## config.mk

```make
export PLATFORM = sky130hd
export DESIGN_NAME = mcu0_ctl
export DESIGN_NICKNAME = d
export VERILOG_FILES = /design/src/rtl/mcu0_ctl.sv
export SDC_FILE = /design/constraint.sdc
export NUM_CORES = 1
export LEC_CHECK = 0
export CORE_MARGIN = 2
export CORE_UTILIZATION = 49
export DETAILED_ROUTE_END_ITERATION = 7
export HOLD_SLACK_MARGIN = 0.02
export PLACE_DENSITY_LB_ADDON = 0.3
export SLEW_MARGIN = 20
export SYNTH_ARGS = -nofsm -noshare
export SYNTH_HDL_FRONTEND = slang
export SYNTH_SLANG_ARGS = --single-unit
```

## constraint.sdc

```tcl
create_clock -name clock -period 4.8 [get_ports clock]
set_input_delay 0.96 -clock clock [delete_from_list [all_inputs] [get_ports clock]]
set_output_delay 0.96 -clock clock [all_outputs]
set_load 0.02 [all_outputs]
```

## src/rtl/mcu0_ctl.sv

```systemverilog
// mcu0_ctl: multi-cycle request/ready control sequencer for the mcu0 accumulator datapath
module mcu0_ctl #(
  parameter int CNTW    = 16,
  parameter int TIMEOUT = 64
) (
  input  logic            clock,
  input  logic            reset,
  input  logic            run,
  input  logic [15:0]     ir,
  input  logic            z,
  input  logic            mem_ready,
  output logic            mr,
  output logic            mw,
  output logic            addr_sel,
  output logic            ir_w,
  output logic            pc_w,
  output logic            pcmux,
  output logic            aw,
  output logic            sww,
  output logic [3:0]      aluop,
  output logic [2:0]      state,
  output logic            retire,
  output logic            halted,
  output logic            err,
  output logic [CNTW-1:0] instret
);
  typedef enum logic [2:0] {
    IDLE = 3'd0, FETCH = 3'd1, DECODE = 3'd2, EXEC = 3'd3, WB = 3'd4, HALT = 3'd5, ERR = 3'd6
  } state_t;
  localparam logic [3:0] OP_LD = 4'h0, OP_ADD = 4'h1, OP_JMP = 4'h2, OP_ST = 4'h3;
  localparam logic [3:0] OP_CMP = 4'h4, OP_JEQ = 4'h5, OP_HLT = 4'hf;
  localparam logic [3:0] ALU_ZERO = 4'h0, ALU_ADD = 4'h1, ALU_CMP = 4'he, ALU_APASS = 4'hf;
  localparam int WW = TIMEOUT > 0 ? $clog2(TIMEOUT + 1) : 1;
  localparam logic [WW-1:0] TLAST = WW'(TIMEOUT > 0 ? TIMEOUT - 1 : 0);
  state_t cur, nxt;
  logic [WW-1:0] wcnt;
  logic [3:0] op, op_alu;
  logic tmo, unused_ir;
  state_t after_retire;
  assign op = ir[15:12];
  assign unused_ir = ^ir[11:0];
  assign state = cur;
  assign op_alu = op == OP_LD ? ALU_APASS : op == OP_ADD ? ALU_ADD : op == OP_CMP ? ALU_CMP : ALU_ZERO;
  // the ack check happens before this, so a late ack on the last allowed cycle still proceeds
  assign tmo = (TIMEOUT != 0) && (wcnt == TLAST);
  assign after_retire = run ? FETCH : IDLE;
  // Mealy strobes and next-state decode
  always_comb begin
    nxt = cur;
    mr = 1'b0;
    mw = 1'b0;
    addr_sel = 1'b0;
    ir_w = 1'b0;
    pc_w = 1'b0;
    pcmux = 1'b0;
    aw = 1'b0;
    sww = 1'b0;
    aluop = ALU_ZERO;
    retire = 1'b0;
    halted = 1'b0;
    err = 1'b0;
    case (cur)
      IDLE: nxt = run ? FETCH : IDLE;
      FETCH: begin
        mr = 1'b1;
        ir_w = mem_ready;
        pc_w = mem_ready;
        nxt = mem_ready ? DECODE : tmo ? ERR : FETCH;
      end
      DECODE: begin
        case (op)
          OP_LD, OP_ADD, OP_CMP, OP_ST: nxt = EXEC;
          OP_JMP: begin
            pc_w = 1'b1;
            pcmux = 1'b1;
            retire = 1'b1;
            nxt = after_retire;
          end
          OP_JEQ: begin
            pc_w = z;
            pcmux = z;
            retire = 1'b1;
            nxt = after_retire;
          end
          OP_HLT: begin
            retire = 1'b1;
            nxt = HALT;
          end
          default: nxt = ERR;
        endcase
      end
      EXEC: begin
        addr_sel = 1'b1;
        if (op == OP_ST) begin
          mw = 1'b1;
          retire = mem_ready;
          nxt = mem_ready ? after_retire : tmo ? ERR : EXEC;
        end else begin
          mr = 1'b1;
          aluop = op_alu;
          nxt = mem_ready ? WB : tmo ? ERR : EXEC;
        end
      end
      WB: begin
        addr_sel = 1'b1;
        aluop = op_alu;
        aw = op == OP_LD || op == OP_ADD;
        sww = op == OP_CMP;
        retire = 1'b1;
        nxt = after_retire;
      end
      HALT: halted = 1'b1;
      ERR: err = 1'b1;
      default: nxt = ERR;
    endcase
  end
  // state register, request wait counter (cleared on every state change) and retire counter
  always_ff @(posedge clock) begin
    if (reset) begin
      cur <= IDLE;
      wcnt <= '0;
      instret <= '0;
    end else begin
      cur <= nxt;
      wcnt <= nxt != cur ? '0 : ((mr | mw) & ~mem_ready) ? wcnt + 1'b1 : wcnt;
      instret <= instret + CNTW'(retire);
    end
  end
endmodule

```

==> metrics, run 1 <==
highest routed metal layer met4; ports placed on the boundary 55; number of buffers created by CTS 3; initial core utilization 0.499; max-slew violation total from the final report 0; fraction of final layout cells with drive strength greater than 1 0.0609; clock root buffer master sky130_fd_sc_hd__clkbuf_4; share of the yosys chip area belonging to registers 0.317; number of diodes 0; half-perimeter wire length after placement roughly 2700 um; Chip Height slightly above 60 um; most repeated library cell on the critical path sky130_fd_sc_hd__clkdlybuf4s50_1; power density of the placed cells between 200 and 250 nW/um^2; number of enable flip-flop cells after synthesis 0; Worst path top cell family by delay buffers and inverters; hold wc startpoint instret[6]$_SDFF_PP0_; Die Outline Area between 3000 and 4000 sq um; remaining global-route overflow 0; top fanout value on the critical path 11; hold depth 2; CTS clk-pin slew, worst paths about 0.15 ns; initial antenna violation count 0; met3 wire length around 120 um; post-route setup TNS 0 ns; number of instances resized during post-cts repair 0; Worst IR Drop VDD between 100 and 150 uV; highest clock rate approximately 230 MHz; Total Routed Length about 3700 um; leakage power of the design 0.720 nW; CTS tree done; deepest level of the CTS H-tree 1; total clock sinks 26; area of the placeable core ~3300 sq um; net total in the final layout around 260; first-pass GRT wire length ~6200 um; startpoint of the most critical register-to-register path state[0]$_SDFF_PP0_; number of maximum-capacitance constraint violations 0; final critical-path share of the clock period 0.910; number of library cell types mapped by synthesis 45; setup clock skew after layout 0.0112 ns; layout overhead on the synthesized area 27.0%; crit path kind in -> out; via count between 1500 and 2000; count of routing violations after the opening detailed-route iteration 64; total setup violations reported at the end of the flow 0; leading area contributor after synthesis sky130_fd_sc_hd__dfxtp_1; required time at the endpoint of the critical path approximately 3.8 ns; routed length on met1 approximately 1800 um; number of synthesized register bits 26; pin count of the biggest net entering global routing 22; total count of hold-check failures in the final report 0; post-CTS setup repair buffer count 0; arrival time at the worst endpoint around 3.4 ns; wire length per cell between 10 and 15 um; main area contributors after synthesis sky130_fd_sc_hd__dfxtp_1, sky130_fd_sc_hd__xor2_1, sky130_fd_sc_hd__nor2_1, sky130_fd_sc_hd__nor3_1, sky130_fd_sc_hd__xnor2_1; minimum setup slack among reg-to-reg paths ~2.2 ns; met2 wire len ~1800 um; reg2reg path depth 10; final RePlAce weighted congestion about 0.85; Core Rows 21; post-layout min period 4.37 ns; largest stage delay on the critical path 0.70 ns; ys flop type sky130_fd_sc_hd__dfxtp_1; type of element capturing the critical path output pin; vias in the first global route around 1400; Remaining DRCs 0; setup repair after global routing missed its margin false; hold buffer count at cts 0; top cell type's share of synthesized area 0.317; mean instance size in the synthesized netlist approximately 8 sq um; count of fill cells added during filler insertion 314; Worst setup SP type input pin; async set-or-reset flop fraction in the synthesized netlist 0; final antenna-violating net count 0; hold worst-path end instret[6]$_SDFF_PP0_; synth cell count leaders sky130_fd_sc_hd__dfxtp_1, sky130_fd_sc_hd__nor2_1, sky130_fd_sc_hd__nor3_1; CP max stage cell sky130_fd_sc_hd__clkdlybuf4s50_1; post-synthesis cell count 199; count of synthesis-stage warnings from yosys 0; cells traversed along the worst timing path clkdlybuf4s50_1 -> or4b_4 -> o22ai_1 -> a31oi_1 -> o21ai_0 -> clkdlybuf4s50_1; status finished, final reports clean; insertion delay to the later sink of the worst-skew pair 0.32 ns; ratio of routed vias to standard cells 5.56; clk buf depth 2; worst slew margin relative to its limit 0.492; most common cell in the netlist sky130_fd_sc_hd__dfxtp_1; terminus of the critical flop-to-flop path instret[8]$_SDFF_PP0_; net count of the mapped netlist approximately 220; total of buffers placed on input and output ports between 40 and 50; overall global routing resource usage 0.214; Buf+Inv Stages, Crit Path 2; width of the die 61.9 um; worst min path class reg -> reg; Tightest Pin Transition 0.760 ns; Post-Route Utilization 0.634; Syn Std Cell Area approximately 1600 sq um; Detailed Routing Iterations Pass 1 4
## per-stage QoR
stage	hold WS [ns]	cells	cell area (sq um)	worst slack [ns]	power [mW]
after floorplan	0.555	199	1640	1.02	0.312
after global placement	0.501	272	2030	0.421	0.345
after detailed placement	0.507	272	2030	0.444	0.347
after CTS	0.539	276	2080	0.443	0.499
after global routing	0.567	276	2080	0.300	0.519
final	0.533	276	2080	0.430	0.493
## cell families (layout without fill, tap and decap cells)
group | count (synthesis) | count (layout) | synth area share
AOI/OAI and AO/OA | 34 | 34 | 0.162
xor gates and xnor gates | 19 | 19 | 0.101
adders and majority gates | 3 | 3 | 0.0229
buffers and inverters | 21 | 52 | 0.0694
DFF | 26 | 26 | 0.317
muxes | 1 | 1 | 0.00686
and+or+nand+nor | 95 | 95 | 0.320
## where the power goes
group	switching, mW	total [mW]	internal, mW
Sequential	0.0157	0.236	0.220
Combinational	0.0607	0.107	0.0458
Clock	0.0663	0.151	0.0844
## layout by cell type (no fill, tap or decap), types with 2 or more instances in the layout
cell type	instances
sky130_fd_sc_hd__nor2_1	21
sky130_fd_sc_hd__nor2b_1	5
sky130_fd_sc_hd__clkdlybuf4s50_1	42
sky130_fd_sc_hd__a31oi_1	2
sky130_fd_sc_hd__xor2_1	11
sky130_fd_sc_hd__nand2_1	10
sky130_fd_sc_hd__o21ai_0	5
sky130_fd_sc_hd__nand4_1	10
sky130_fd_sc_hd__inv_1	5
sky130_fd_sc_hd__o211ai_1	8
sky130_fd_sc_hd__nor3b_1	3
sky130_fd_sc_hd__nand2b_1	2
sky130_fd_sc_hd__and3_1	6
sky130_fd_sc_hd__or3_1	5
sky130_fd_sc_hd__nand3_1	6
sky130_fd_sc_hd__ha_1	3
sky130_fd_sc_hd__dfxtp_1	26
sky130_fd_sc_hd__clkbuf_4	3
sky130_fd_sc_hd__and4_1	2
sky130_fd_sc_hd__a21oi_1	7
sky130_fd_sc_hd__nor3_1	15
sky130_fd_sc_hd__xnor2_1	8
sky130_fd_sc_hd__a211oi_1	2
sky130_fd_sc_hd__nor4_1	2
## layout make-up
cell class	instances	area [sq um]	share of cell area
multi-input combinational	152	1010	0.483
sequential	26	520	0.250
timing repair buffer	43	428	0.205
tap	46	57.6	0.0276
clock inverter	1	30.0	0.0144
clock buffer	3	22.5	0.0108
inverter	5	18.8	0.00901
## worst reg2reg max path, delay by kind of cell, from the launching register on
family / cells / cell delay [ns]
AND/OR/NAND/NOR: 4 / 0.78
flip-flops: 1 / 0.56
AO/OA/AOI/OAI: 3 / 0.54
adder cells (fa/ha/maj): 2 / 0.46
XOR/XNOR: 1 / 0.16
## worst max path at each step
stage,start,end,slack [ns],cells after the start
after floorplan,ir[13],pc_w,1.02,4
final,ir[13],retire,0.43,6
after global routing,ir[13],retire,0.30,6
after global placement,ir[13],retire,0.42,6
after CTS,ir[13],retire,0.44,6
after detailed placement,ir[13],retire,0.44,6
## sequential cells by signal (all words and copies together), names as in the netlist
| signal | count |
|---|---|
| instret | 16 |
| state | 3 |
| wcnt | 7 |
## routing by layer
| layer | up-vias | global-route usage |
|---|---|---|
| met2 | 28 | 0.385 |
| met3 | 2 | 0.0373 |
| met5 | - | 0 |
| met4 | 0 | 0.0395 |
| met1 | 718 | 0.269 |
| li1 | 787 | - |
(Power assumes the default switching activity.)
==> run 2: changes to the inputs <==
--- a/config.mk
+++ b/config.mk
@@ -5,7 +5,6 @@
 export SDC_FILE = /design/constraint.sdc
 export NUM_CORES = 1
 export LEC_CHECK = 0
-export CORE_MARGIN = 2
 export CORE_UTILIZATION = 49
 export DETAILED_ROUTE_END_ITERATION = 7
 export HOLD_SLACK_MARGIN = 0.02
==> run 2 against run 1 <==
Net effect:
- clock-buffer cell count did not move
- utilization up 4.1 points
- setup slack better by 0.11 ns
- final area rose by 0.60%
- hold slack worse by 0.0015 ns
- largest power group unchanged
- sequential cell count stayed put
- wire length decreased by 3.6%
- sequential share of layout area fell by 0.15 points
- critical endpoint unchanged
- register-to-register slack improved by 0.07 ns
==> metrics, run 2 (synthesized netlist as in run 1, its figures left out) <==
status finished, final reports clean (unchanged); Total Routed Length 3610 um (was 3740 um); area taken by flip-flops and latches 520 sq um (unchanged); number of standard cells in the layout, taps in and fillers out 276 (unchanged); hold wc startpoint instret[15]$_SDFF_PP0_ (was instret[6]$_SDFF_PP0_); post-route total power 0.498 mW (was 0.493 mW); clock root buffer master sky130_fd_sc_hd__clkbuf_4 (unchanged); most repeated library cell on the critical path sky130_fd_sc_hd__clkdlybuf4s50_1 (unchanged); layout overhead on the synthesized area 27.8% (was 27.0%); final worst setup slack 0.539 ns (was 0.430 ns); remaining global-route overflow 0 (unchanged); worst min path class reg -> reg (unchanged); most common cell after layout, fill and taps aside sky130_fd_sc_hd__clkdlybuf4s50_1 (unchanged); overall global routing resource usage 0.224 (was 0.214); area of the placeable core 3100 sq um (was 3280 sq um); worst slew margin relative to its limit 0.534 (was 0.492); count of fill cells added during filler insertion 288 (was 314); worst setup slack before clock tree synthesis 0.556 ns (was 0.444 ns); via count 1550 (was 1535); width of the die 59.9 um (was 61.9 um); CP max stage cell sky130_fd_sc_hd__clkdlybuf4s50_1 (unchanged); Remaining DRCs 0 (unchanged); deepest level of the CTS H-tree 1 (unchanged); total count of hold-check failures in the final report 0 (unchanged); largest stage delay on the critical path 0.66 ns (was 0.70 ns); power density of the placed cells 238 nW/um^2 (was 237 nW/um^2); first-pass GRT wire length 6180 um (was 6220 um); hold depth 2 (unchanged); wire length per cell 13.1 um (was 13.6 um); required time at the endpoint of the critical path 3.84 ns (about the same); clk buf depth 2 (unchanged); hold worst-path end instret[15]$_SDFF_PP0_ (was instret[6]$_SDFF_PP0_); total setup violations reported at the end of the flow 0 (unchanged); insertion delay to the later sink of the worst-skew pair 0.33 ns (was 0.32 ns); vias in the first global route 1404 (was 1370); initial core utilization 0.529 (was 0.499); net total in the final layout 257 (was 255); total of buffers placed on input and output ports 42 (unchanged); Detailed Routing Iterations Pass 1 4 (unchanged); type of element capturing the critical path output pin (unchanged); final antenna-violating net count 0 (unchanged); Chip Height 59.9 um (was 61.9 um); count of routing violations after the opening detailed-route iteration 55 (was 64); number of buffers created by CTS 3 (unchanged); max-slew violation total from the final report 0 (unchanged); crit path kind in -> out (unchanged); final critical-path share of the clock period 0.888 (was 0.910); setup clock skew after layout 0.00488 ns (was 0.0112 ns); post-placement cell area 2040 sq um (was 2030 sq um); cells traversed along the worst timing path clkdlybuf4s50_1 -> or4b_4 -> o22ai_1 -> a31oi_1 -> o21ai_0 -> clkdlybuf4s50_1 (unchanged); terminus of the critical flop-to-flop path instret[6]$_SDFF_PP0_ (was instret[8]$_SDFF_PP0_); setup repair after global routing missed its margin false (unchanged); multi-input logic area 1010 sq um (unchanged); max FFs per register 16 (unchanged); CTS clk-pin slew, worst paths 0.14 ns (was 0.15 ns); reg2reg path depth 9 (was 10); startpoint of the most critical register-to-register path state[0]$_SDFF_PP0_ (unchanged); highest clock rate 235 MHz (was 229 MHz); final RePlAce weighted congestion 0.801 (was 0.849); hold buffer count at cts 0 (unchanged); Worst path top cell family by delay buffers and inverters (unchanged); number of diodes 0 (unchanged); CTS tree done (unchanged); fraction of final layout cells with drive strength greater than 1 0.0690 (was 0.0609); top fanout value on the critical path 11 (unchanged); Tightest Pin Transition 0.696 ns (was 0.760 ns); minimum setup slack among reg-to-reg paths 2.27 ns (was 2.20 ns); Core Rows 20 (was 21); total clock sinks 26 (unchanged); ports placed on the boundary 55 (unchanged); Worst setup SP type input pin (unchanged); post-route setup TNS 0 ns (unchanged); leading cell types in the layout, fill and taps excluded sky130_fd_sc_hd__clkdlybuf4s50_1, sky130_fd_sc_hd__dfxtp_1, sky130_fd_sc_hd__nor2_1 (unchanged); Worst IR Drop VDD 221 uV (was 139 uV); half-perimeter wire length after placement 2590 um (was 2660 um); post-CTS setup repair buffer count 0 (unchanged); post-layout min period 4.26 ns (was 4.37 ns); final instance area 2100 sq um (was 2080 sq um); Die Outline Area 3580 sq um (was 3830 sq um); Cell Count Post-Placement 272 (unchanged); arrival time at the worst endpoint 3.30 ns (was 3.41 ns); pin count of the biggest net entering global routing 22 (unchanged); leakage power of the design 0.730 nW (was 0.720 nW); number of maximum-capacitance constraint violations 0 (unchanged); number of instances resized during post-cts repair 0 (unchanged); initial antenna violation count 0 (unchanged); ratio of routed vias to standard cells 5.62 (was 5.56); Buf+Inv Stages, Crit Path 2 (unchanged); register bank with the most flops instret (unchanged)
[run 2: changes by cell type in the layout (fill, tap and decap cells not counted), sizes merged]
cell,delta
buf,+2
[run 2: cell type report]
type,instances,area share
repair buffers,45,0.211
clock inverters,1,0.0143
multi-input cells,152,0.480
clock buffers,3,0.0107
flip-flops and latches,26,0.248
inverters,5,0.00896
well taps,44,0.0263
[run 2: worst max path at each step]
stage                     startpoint  endpoint  slack (ns)  depth (start not counted)
after global placement        ir[14]    retire        0.55                          6
after global routing          ir[14]    retire        0.40                          6
after CTS                     ir[14]    retire        0.55                          6
final                         ir[14]    retire        0.54                          6
after floorplan               ir[13]      pc_w        1.02                          4
after detailed placement      ir[14]    retire        0.56                          6
[run 2: per-stage QoR]
stage	util	hold WS (ns)
2_1_floorplan	-	0.555
3_3_place_gp	0.658	0.498
3_5_place_dp	0.658	0.508
4_1_cts	0.675	0.543
5_1_grt	0.675	0.582
6_report	0.675	0.531
[run 2: where the power goes]
group | switching [mW] | total [mW] | internal [mW]
Combinational | 0.0644 | 0.112 | 0.0473
Clock | 0.0700 | 0.155 | 0.0846
Sequential | 0.0117 | 0.232 | 0.220
Total | 0.146 | 0.498 | 0.352
[run 2: worst register-to-register path, cell delays in order, from the launching register on]
cell and delay (ns):
sky130_fd_sc_hd__dfxtp_1 0.54, sky130_fd_sc_hd__nand3b_1 0.29, sky130_fd_sc_hd__o22ai_1 0.19, sky130_fd_sc_hd__a31oi_1 0.06, sky130_fd_sc_hd__o21ai_0 0.27, sky130_fd_sc_hd__ha_1 0.22
sky130_fd_sc_hd__ha_1 0.25, sky130_fd_sc_hd__nand2_1 0.15, sky130_fd_sc_hd__or3_1 0.37, sky130_fd_sc_hd__a21oi_1 0.14
[run 2: per-layer routing]
layer	wire length, um	global-route usage
met5	0	0
met4	23	0.0465
met3	146	0.0476
met2	1690	0.373
met1	1750	0.296
==> run 3: changes to the inputs <==
--- a/config.mk
+++ b/config.mk
@@ -5,6 +5,7 @@
 export SDC_FILE = /design/constraint.sdc
 export NUM_CORES = 1
 export LEC_CHECK = 0
+export CORE_ASPECT_RATIO = 0.8
 export CORE_UTILIZATION = 49
 export DETAILED_ROUTE_END_ITERATION = 7
 export HOLD_SLACK_MARGIN = 0.02
==> constraint.sdc (replaced) <==
create_clock -name clock -period 4.8 [get_ports clock]
set_input_delay 0.96 -clock clock [delete_from_list [all_inputs] [get_ports clock]]
set_output_delay 0.96 -clock clock [all_outputs]
set_load 0.05 [all_outputs]
==> run 3 against run 2 <==
Net effect:
- final area down 0.12%
- wire length down 0.22%
- setup slack worse by 0.048 ns
- clock power up 15%
- clock-buffer cell count unchanged
- combinational power up 14%
- sequential power up 2%
- sequential share of layout area about the same
- die area about the same
- hold slack better by 0.00081 ns
==> metrics, run 3 (synthesized netlist as in run 1, its figures left out) <==
top fanout value on the critical path 11 (unchanged); register bank with the most flops instret (unchanged); layout overhead on the synthesized area 27.6% (was 27.8%); hold depth 2 (unchanged); setup clock skew after layout 0.00389 ns (was 0.00488 ns); ratio of routed vias to standard cells 5.81 (was 5.62); reg2reg path depth 10 (was 9); via count 1568 (was 1550); number of maximum-capacitance constraint violations 0 (unchanged); startpoint of the most critical register-to-register path state[0]$_SDFF_PP0_ (unchanged); terminus of the critical flop-to-flop path instret[14]$_SDFF_PP0_ (was instret[6]$_SDFF_PP0_); clock root buffer master sky130_fd_sc_hd__clkbuf_8 (was sky130_fd_sc_hd__clkbuf_4); power density of the placed cells 259 nW/um^2 (was 238 nW/um^2); required time at the endpoint of the critical path 3.84 ns (about the same); hold wc startpoint instret[10]$_SDFF_PP0_ (was instret[15]$_SDFF_PP0_); Remaining DRCs 0 (unchanged); busiest layer in global routing met2 (unchanged); met2 GRT Util 0.392 (was 0.373); ports placed on the boundary 55 (unchanged); post-layout min period 4.31 ns (was 4.26 ns); final RePlAce weighted congestion 0.834 (was 0.801); leakage power of the design 0.729 nW (was 0.730 nW); worst setup slack before clock tree synthesis 0.496 ns (was 0.556 ns); CTS tree done (unchanged); final antenna-violating net count 0 (unchanged); area of the placeable core 3130 sq um (was 3100 sq um); number of instances resized during post-cts repair 0 (unchanged); Chip Height 53.8 um (was 59.9 um); post-placement cell area 2020 sq um (was 2040 sq um); wire length per cell 13.3 um (was 13.1 um); most common cell after layout, fill and taps aside sky130_fd_sc_hd__clkdlybuf4s50_1 (unchanged); final worst setup slack 0.491 ns (was 0.539 ns); remaining global-route overflow 0 (unchanged); vias in the first global route 1362 (was 1404); crit path kind in -> out (unchanged); fraction of final layout cells with drive strength greater than 1 0.0652 (was 0.0690); minimum setup slack among reg-to-reg paths 2.21 ns (was 2.27 ns); Worst IR Drop VDD 140 uV (was 221 uV); fraction of met3 tracks used by global routing 0.0381 (was 0.0476); max FFs per register 16 (unchanged); insertion delay to the later sink of the worst-skew pair 0.27 ns (was 0.33 ns); highest clock rate 232 MHz (was 235 MHz); overall global routing resource usage 0.223 (was 0.224); clk buf depth 2 (unchanged); number of buffers created by CTS 3 (unchanged); number of diodes 0 (unchanged); leading cell types in the layout, fill and taps excluded sky130_fd_sc_hd__clkdlybuf4s50_1, sky130_fd_sc_hd__dfxtp_1, sky130_fd_sc_hd__nor2_1 (unchanged); total count of hold-check failures in the final report 0 (unchanged); setup repair after global routing missed its margin false (unchanged); status finished, final reports clean (unchanged); total clock sinks 26 (unchanged); total setup violations reported at the end of the flow 0 (unchanged); GR Util met1 0.288 (was 0.296); Die Outline Area 3580 sq um (about the same); final instance area 2090 sq um (was 2100 sq um); Worst setup SP type input pin (unchanged); type of element capturing the critical path output pin (unchanged); initial antenna violation count 0 (unchanged); initial core utilization 0.524 (was 0.529); net total in the final layout 255 (was 257); Detailed Routing Iterations Pass 1 4 (unchanged); deepest level of the CTS H-tree 1 (unchanged); worst min path class reg -> reg (unchanged); count of routing violations after the opening detailed-route iteration 57 (was 55); max-slew violation total from the final report 0 (unchanged); post-CTS setup repair buffer count 0 (unchanged); arrival time at the worst endpoint 3.35 ns (was 3.30 ns); Total Routed Length 3600 um (was 3610 um); final critical-path share of the clock period 0.898 (was 0.888); post-route setup TNS 0 ns (unchanged); Post-Route Utilization 0.669 (was 0.675); first-pass GRT wire length 6160 um (was 6180 um); CTS clk-pin slew, worst paths 0.09 ns (was 0.14 ns); hold worst-path end instret[10]$_SDFF_PP0_ (was instret[15]$_SDFF_PP0_); Tightest Pin Transition 0.727 ns (was 0.696 ns); hold buffer count at cts 0 (unchanged); total of buffers placed on input and output ports 42 (unchanged); width of the die 66.7 um (was 59.9 um); Core Rows 18 (was 20); worst slew margin relative to its limit 0.514 (was 0.534); half-perimeter wire length after placement 2560 um (was 2590 um); pin count of the biggest net entering global routing 22 (unchanged)
==> run 3: stage by stage <==
stage | std cells | power, mW | hold WS, ns
floorplan | 199 | 0.333 | 0.555
finish | 270 | 0.542 | 0.532
detailed placement | 266 | 0.367 | 0.514
CTS | 270 | 0.547 | 0.535
global placement | 266 | 0.367 | 0.497
global route | 270 | 0.569 | 0.573
==> run 3: metal layers <==
layer | share of wire | vias to the layer above | routed length, um
li1 | - | 779 | -
met1 | 0.48 | 748 | 1730
met2 | 0.47 | 39 | 1710
met3 | 0.043 | 2 | 154
met4 | 0.0022 | 0 | 8
met5 | 0 | - | 0
==> run 3: where the power goes <==
part           switching [mW]  internal (mW)  total [mW]
Clock                  0.0669          0.111       0.178
Combinational          0.0824         0.0454       0.128
Sequential             0.0160          0.220       0.236
==> run 3: layout make-up <==
class                   instances  area [sq um]
clock buffers                   3          41.3
repair buffers                 43           425
multi-input cells             152          1010
flip-flops and latches         26           520
fillers                       293          1040
inverters                       5          18.8
well taps                      40          50.0
clock inverters                 1          30.0
==> run 3: critical path: stages <==
cell and delay (ns):
sky130_fd_sc_hd__clkdlybuf4s50_1 0.59, sky130_fd_sc_hd__nand4b_1 0.26, sky130_fd_sc_hd__a2111oi_1 0.54, sky130_fd_sc_hd__or2_2 0.19
sky130_fd_sc_hd__clkdlybuf4s50_1 0.79
==> run 3: how the worst max path moves through the flow <==
stage	end	start	slack, ns	cells after the start
final	pc_w	ir[13]	0.49	5
after global routing	pc_w	ir[13]	0.34	5
after CTS	pc_w	ir[13]	0.50	5
after detailed placement	pc_w	ir[13]	0.50	5
after global placement	pc_w	ir[13]	0.50	5
after floorplan	pc_w	ir[13]	0.19	4
